## src/rtl/mem_access_unit_if.sv

```systemverilog
// mem_access_unit_if: CPU load/store handshake plus word-addressed data-memory port.
interface mem_access_unit_if #(
  parameter int ADD_WIDTH  = 32,
  parameter int DATA_WIDTH = 32
);
  logic                  req;
  logic                  is_store;
  logic [1:0]            size;
  logic                  sign_ext;
  logic [ADD_WIDTH-1:0]  addr;
  logic [DATA_WIDTH-1:0] wdata;
  logic                  busy;
  logic                  done;
  logic [DATA_WIDTH-1:0] rdata;
  logic                  err;
  logic [ADD_WIDTH-1:0]  mem_address;
  logic                  mem_write_enable;
  logic [DATA_WIDTH-1:0] mem_write_data;
  logic [DATA_WIDTH-1:0] mem_read_data;
  modport master (
    output req, is_store, size, sign_ext, addr, wdata, mem_read_data,
    input  busy, done, rdata, err, mem_address, mem_write_enable, mem_write_data
  );
  modport slave (
    input  req, is_store, size, sign_ext, addr, wdata, mem_read_data,
    output busy, done, rdata, err, mem_address, mem_write_enable, mem_write_data
  );
endinterface

```

## src/rtl/mem_access_unit.sv

```systemverilog
// mem_access_unit: byte/half/word load-store initiator with read-modify-write sub-word stores; define MISALIGN_CHECK_EN to flag misaligned/illegal accesses with err.
module mem_access_unit #(
  parameter int ADD_WIDTH  = 32,
  parameter int DATA_WIDTH = 32
) (
  input logic              clk,
  input logic              reset_n,
  mem_access_unit_if.slave bus
);
  if (DATA_WIDTH != 32) begin : g_bad_width
    $error("mem_access_unit supports DATA_WIDTH=32 only");
  end
  typedef enum logic [2:0] {IDLE, LOAD, RMW_RD, WRITE, RESP} state_t;
  state_t                state_q, state_d;
  logic [ADD_WIDTH-1:0]  addr_q, addr_d, addr_al;
  logic [15:0]           wdata_q, wdata_d;
  logic [1:0]            size_q, size_d, size_eff;
  logic                  sext_q, sext_d, err_q, err_d, bad;
  logic [DATA_WIDTH-1:0] rdata_q, rdata_d, wr_q, wr_d;
  logic [DATA_WIDTH-1:0] load_val, lane_mask, lane_ins, merged;
  logic [7:0]            ld_b;
  logic [15:0]           ld_h;
`ifdef MISALIGN_CHECK_EN
  assign size_eff = bus.size;
  assign addr_al  = bus.addr;
  assign bad      = (bus.size == 2'b11) | ((bus.size == 2'b01) & bus.addr[0]) |
                    ((bus.size == 2'b10) & (|bus.addr[1:0]));
`else
  // Without checking, illegal size behaves as word and low address bits are forced to alignment.
  assign size_eff = (bus.size == 2'b11) ? 2'b10 : bus.size;
  assign addr_al  = {bus.addr[ADD_WIDTH-1:2], bus.addr[1] & ~size_eff[1], bus.addr[0] & (size_eff == 2'b00)};
  assign bad      = 1'b0;
`endif
  assign ld_b      = bus.mem_read_data[{addr_q[1:0], 3'b000} +: 8];
  assign ld_h      = bus.mem_read_data[{addr_q[1], 4'b0000} +: 16];
  assign load_val  = (size_q == 2'b00) ? {{24{sext_q & ld_b[7]}}, ld_b} :
                     (size_q == 2'b01) ? {{16{sext_q & ld_h[15]}}, ld_h} : bus.mem_read_data;
  assign lane_mask = (size_q == 2'b00) ? 32'h0000_00FF << {addr_q[1:0], 3'b000} :
                                         32'h0000_FFFF << {addr_q[1], 4'b0000};
  assign lane_ins  = (size_q == 2'b00) ? {4{wdata_q[7:0]}} : {2{wdata_q}};
  assign merged    = (bus.mem_read_data & ~lane_mask) | (lane_ins & lane_mask);
  always_ff @(posedge clk or negedge reset_n) begin
    if (!reset_n) begin
      state_q <= IDLE;
      addr_q  <= '0;
      wdata_q <= '0;
      size_q  <= '0;
      sext_q  <= 1'b0;
      err_q   <= 1'b0;
      rdata_q <= '0;
      wr_q    <= '0;
    end else begin
      state_q <= state_d;
      addr_q  <= addr_d;
      wdata_q <= wdata_d;
      size_q  <= size_d;
      sext_q  <= sext_d;
      err_q   <= err_d;
      rdata_q <= rdata_d;
      wr_q    <= wr_d;
    end
  end
  always_comb begin
    state_d = state_q;
    addr_d  = addr_q;
    wdata_d = wdata_q;
    size_d  = size_q;
    sext_d  = sext_q;
    err_d   = err_q;
    rdata_d = rdata_q;
    wr_d    = wr_q;
    case (state_q)
      IDLE: if (bus.req) begin
        addr_d  = addr_al;
        wdata_d = bus.wdata[15:0];
        size_d  = size_eff;
        sext_d  = bus.sign_ext;
        err_d   = bad;
        wr_d    = bus.wdata;
        state_d = bad ? RESP : !bus.is_store ? LOAD : (size_eff == 2'b10) ? WRITE : RMW_RD;
      end
      LOAD: begin
        rdata_d = load_val;
        state_d = RESP;
      end
      RMW_RD: begin
        wr_d    = merged;
        state_d = WRITE;
      end
      WRITE:   state_d = RESP;
      RESP:    state_d = IDLE;
      default: state_d = IDLE;
    endcase
  end
  assign bus.busy             = state_q != IDLE;
  assign bus.done             = state_q == RESP;
  assign bus.err              = err_q & (state_q == RESP);
  assign bus.rdata            = rdata_q;
  assign bus.mem_address      = {2'b00, addr_q[ADD_WIDTH-1:2]};
  assign bus.mem_write_enable = state_q == WRITE;
  assign bus.mem_write_data   = wr_q;
endmodule

```

## src/flat_wrapper.sv

```systemverilog
// flat-port wrapper written by rule: the top's interface ports become plain ports
module mem_access_unit_flat 
#(
  parameter int ADD_WIDTH  = 32,
  parameter int DATA_WIDTH = 32
)
  (clk, reset_n, bus_req, bus_is_store, bus_size, bus_sign_ext, bus_addr, bus_wdata, bus_mem_read_data, bus_busy, bus_done, bus_rdata, bus_err, bus_mem_address, bus_mem_write_enable, bus_mem_write_data);
  mem_access_unit_if #(.ADD_WIDTH(ADD_WIDTH), .DATA_WIDTH(DATA_WIDTH)) bus_i ();
  input logic clk;
  input logic reset_n;
  input wire logic [$bits(bus_i.req)-1:0] bus_req;
  input wire logic [$bits(bus_i.is_store)-1:0] bus_is_store;
  input wire logic [$bits(bus_i.size)-1:0] bus_size;
  input wire logic [$bits(bus_i.sign_ext)-1:0] bus_sign_ext;
  input wire logic [$bits(bus_i.addr)-1:0] bus_addr;
  input wire logic [$bits(bus_i.wdata)-1:0] bus_wdata;
  input wire logic [$bits(bus_i.mem_read_data)-1:0] bus_mem_read_data;
  output wire logic [$bits(bus_i.busy)-1:0] bus_busy;
  output wire logic [$bits(bus_i.done)-1:0] bus_done;
  output wire logic [$bits(bus_i.rdata)-1:0] bus_rdata;
  output wire logic [$bits(bus_i.err)-1:0] bus_err;
  output wire logic [$bits(bus_i.mem_address)-1:0] bus_mem_address;
  output wire logic [$bits(bus_i.mem_write_enable)-1:0] bus_mem_write_enable;
  output wire logic [$bits(bus_i.mem_write_data)-1:0] bus_mem_write_data;
  assign bus_i.req = bus_req;
  assign bus_i.is_store = bus_is_store;
  assign bus_i.size = bus_size;
  assign bus_i.sign_ext = bus_sign_ext;
  assign bus_i.addr = bus_addr;
  assign bus_i.wdata = bus_wdata;
  assign bus_i.mem_read_data = bus_mem_read_data;
  assign bus_busy = bus_i.busy;
  assign bus_done = bus_i.done;
  assign bus_rdata = bus_i.rdata;
  assign bus_err = bus_i.err;
  assign bus_mem_address = bus_i.mem_address;
  assign bus_mem_write_enable = bus_i.mem_write_enable;
  assign bus_mem_write_data = bus_i.mem_write_data;
  mem_access_unit #(.ADD_WIDTH(ADD_WIDTH), .DATA_WIDTH(DATA_WIDTH)) u_core (.clk(clk), .reset_n(reset_n), .bus(bus_i));
endmodule
```

## config.mk

```make
export PLATFORM = sky130hd
export DESIGN_NAME = mem_access_unit_flat
export DESIGN_NICKNAME = d
export VERILOG_FILES = /design/src/rtl/mem_access_unit_if.sv /design/src/rtl/mem_access_unit.sv /design/src/flat_wrapper.sv
export SDC_FILE = /design/constraint.sdc
export NUM_CORES = 1
export LEC_CHECK = 0
export CAP_MARGIN = 10
export CORE_MARGIN = 4
export CORE_UTILIZATION = 42
export CTS_CLUSTER_SIZE = 24
export DETAILED_ROUTE_END_ITERATION = 6
export GPL_ROUTABILITY_DRIVEN = 0
export GPL_TIMING_DRIVEN = 0
export PLACE_DENSITY = 0.8
export SLEW_MARGIN = 20
export SYNTH_ARGS = -nofsm -noshare
export SYNTH_HDL_FRONTEND = slang
export SYNTH_SLANG_ARGS = --single-unit
```

## constraint.sdc

```tcl
create_clock -name clk -period 1.65 [get_ports clk]
set_input_delay 0.33 -clock clk [delete_from_list [all_inputs] [get_ports clk]]
set_output_delay 0.33 -clock clk [all_outputs]
set_load 0.05 [all_outputs]
```

==> metrics.yaml, run 1 <==
final_common_cell: "nand2_1"
min_period_over_period_pct: 116
antenna_found_initial: 0
htreeDepth: 4
synthTopCellsByArea: "dfrtp_1, nand2_1, buf_4"
overflow: 0
cp-end-kind: "flip-flop"
clk_path_buf_depth: 2
first_global_vias: 6324
hold_class: "input pin to asynchronous set/reset pin"
violations: "setup timing"
critPathRequiredTime_ps: 1950
clock_latency_ps: 420
vias: 6837
avgRoutedWirePerCell_um: 22.8
drc: 0
crit_path_start_kind: "flip-flop"
rsz0062_at_grt: "yes"
first_iter_violations: 925
synth_top_cell_by_area: "dfrtp_1"
crit_arrival_ps: 2210
root_buffer: "clkbuf_16"
grt_usage_pct: 27.0
die_area_um2: 16800
cts_sinks: 118
cts_buffers: 17
core-area_um2: 14500
tns_ps: -14730
grt_pass1_wl_um: 35100
power_mw: 25.7
criticalPathCategory: "flip-flop to flip-flop"
ys_seq_area_share_pct: 47.5
slew_headroom_pct: 59.0
ant_nets: 0
fmax_mhz: 523
yosysWarnings: 0
final-hold-violation-count: 0
io_buffers: 199
status: "finished with violations"
antennaDiodeCount: 0
setup-violations-final: 106
routed_wl_um: 25800
finClkSkew_ps: 7.75
final_cell_mix: "nand2_1, dfrtp_1, clkdlybuf4s50_1"
tightest_slew_ps: 606
io_pins: 203
grt_max_degree: 64
drive_above_1_share_pct: 39.0
leakage_nw: 4.69
cts_tree: "done"
synth_area_per_cell_um2: 9.20
start_util_pct: 42.7
viasPerCell: 6.04
synth_cells: 675
finalCriticalPeriod_ps: 1910
area_delta_synth_final_pct: 68.8
maxSlewViolCount: 0
place_hpwl_um: 15900
crit_path_max_fanout: 7
die_w_um: 130
layout.nets: 1039
core.rowCount: 44
yosys.area.top_type_share_pct: 47.5
ir_drop_mv: 1.33
dr.pass1.iters: 5
power.density_nw_per_um2: 2460
netlist_area_um2: 6210
synthArstFlopShare_pct: 100
synth_edf_count: 0
die_h_um: 130
setup_slack_ps: -261
synth-seq-cells: 118
rrSetupSlack_ps: -260
maxCapViolCount: 0
ys.flop_type: "dfrtp_1"
ys_types: 47
clk_pin_slew_worst_paths_ps: 60
==> flip-flops by register name (all words and copies together), names as in the netlist <==
| register | cells |
|---|---|
| u_core.addr_q | 32 |
| u_core.bus.mem_write_data | 32 |
| u_core.bus.rdata | 32 |
| u_core.sext_q | 1 |
| u_core.size_q | 2 |
| u_core.state_q | 3 |
| u_core.wdata_q | 16 |
==> metrics by stage <==
| stage | area (µm²) | setup slack, ps | hold WS [ps] | cells | util [%] |
|---|---|---|---|---|---|
| floorplan | 6230 | -79.6 | 34.4 | 677 | - |
| global placement | 8450 | -4350 | 454 | 1060 | 58.2 |
| detailed placement | 8480 | -696 | 330 | 1061 | 58.4 |
| CTS | 9690 | -199 | 437 | 1106 | 66.6 |
| global route | 10500 | -317 | 452 | 1132 | 72.1 |
| finish | 10500 | -261 | 433 | 1132 | 72.1 |
==> what timing repair did <==
item / 4_1_cts / 5_1_grt
setup buffers: 12 / 23
cloned: 4 / 6
hold buffers: 1 / 0
hold endpoints to repair: 55 / 0
pin swaps: 28 / 23
gates resized for setup: 306 / 235
setup endpoints to repair: 212 / 167
==> cell type report <==
cell class,count,area (µm²)
fillers,954,4050
multi-input cells,459,3410
flip-flops and latches,118,2960
repair buffers,245,2540
plain buffers,85,723
clock buffers,21,450
well taps,184,230
clock inverters,10,130
inverters,10,37.5
==> cell usage after synthesis, types with 4 or more instances <==
cell       instances
or4b_1             4
o311ai_0           8
o22ai_1           16
nor3_1             8
nand2_1          148
dfrtp_1          118
mux2i_1           17
o2111ai_1          8
o21ai_0           32
a31oi_1           16
or4b_2             4
and3b_1           15
buf_6             10
buf_4             36
o21bai_1           8
o211ai_1           8
mux2_2             9
a211oi_1          16
nor4_1             8
a221oi_1          15
buf_2             13
clkbuf_1          28
nor2_1            37
inv_1             10
a21oi_1           42
nor2b_1           10
==> critical path: stages, from the launching register on <==
cell       delay (ps)
dfrtp_1           380
buf_6             130
or4b_4            520
buf_12            170
bufbuf_16         280
clkbuf_16         150
nand2_1            90
nand2_1            70
==> routing by layer <==
metal | track usage [%] | part of all wire (%) | vias to the layer above | routed length, µm
li1 | - | - | 2888 | -
met1 | 36.3 | 38 | 3345 | 9890
met2 | 42.3 | 47 | 493 | 12200
met3 | 8.00 | 10 | 111 | 2620
met4 | 8.62 | 4.2 | 0 | 1100
met5 | 0 | 0 | - | 0
==> final timing paths <==
path	start	depth (start not counted)	to
min	reset_n	2	u_core.bus.rdata[27]
max reg2reg	u_core.state_q[0]	7	u_core.addr_q[4]
min in group clk	bus_addr[17]	3	u_core.addr_q[17]
min reg2reg	u_core.addr_q[8]	2	u_core.addr_q[8]
max	u_core.state_q[0]	7	u_core.addr_q[4]
max in group asynchronous	reset_n	3	u_core.state_q[2]
==> power by group <==
group / internal [mW] / leakage [nW] / total (mW) / switching, mW
logic: 6.29 / 3.00 / 16.6 / 10.3
clock network: 2.39 / 0.282 / 3.73 / 1.34
registers: 4.38 / 1.41 / 5.43 / 1.05
total: 13.1 / 4.69 / 25.7 / 12.7
==> kinds of logic (layout without fill, tap and decap cells) <==
family / Yosys count / count (layout) / share of synthesized area, %
mux: 26 / 26 / 4.37
compound gates: 174 / 174 / 18.3
other cells: 1 / 3 / 0.0604
buf+inv: 100 / 371 / 9.69
simple gates: 256 / 256 / 20.1
flops: 118 / 118 / 47.5
(Power assumes the default switching activity.)
==> inputs of run 2 (changes only) <==
--- a/config.mk
+++ b/config.mk
@@ -8,7 +8,6 @@
 export CAP_MARGIN = 10
 export CORE_MARGIN = 4
 export CORE_UTILIZATION = 42
-export CTS_CLUSTER_SIZE = 24
 export DETAILED_ROUTE_END_ITERATION = 6
 export GPL_ROUTABILITY_DRIVEN = 0
 export GPL_TIMING_DRIVEN = 0
==> results of run 2 <==
Same layout as run 1: the final DEF is identical, and so are final timing and power.
==> inputs of run 3 (changes only) <==
--- a/config.mk
+++ b/config.mk
@@ -5,7 +5,6 @@
 export SDC_FILE = /design/constraint.sdc
 export NUM_CORES = 1
 export LEC_CHECK = 0
-export CAP_MARGIN = 10
 export CORE_MARGIN = 4
 export CORE_UTILIZATION = 42
 export DETAILED_ROUTE_END_ITERATION = 6
==> results of run 3 <==
Same layout as run 1: the final DEF is identical, and so are final timing and power.
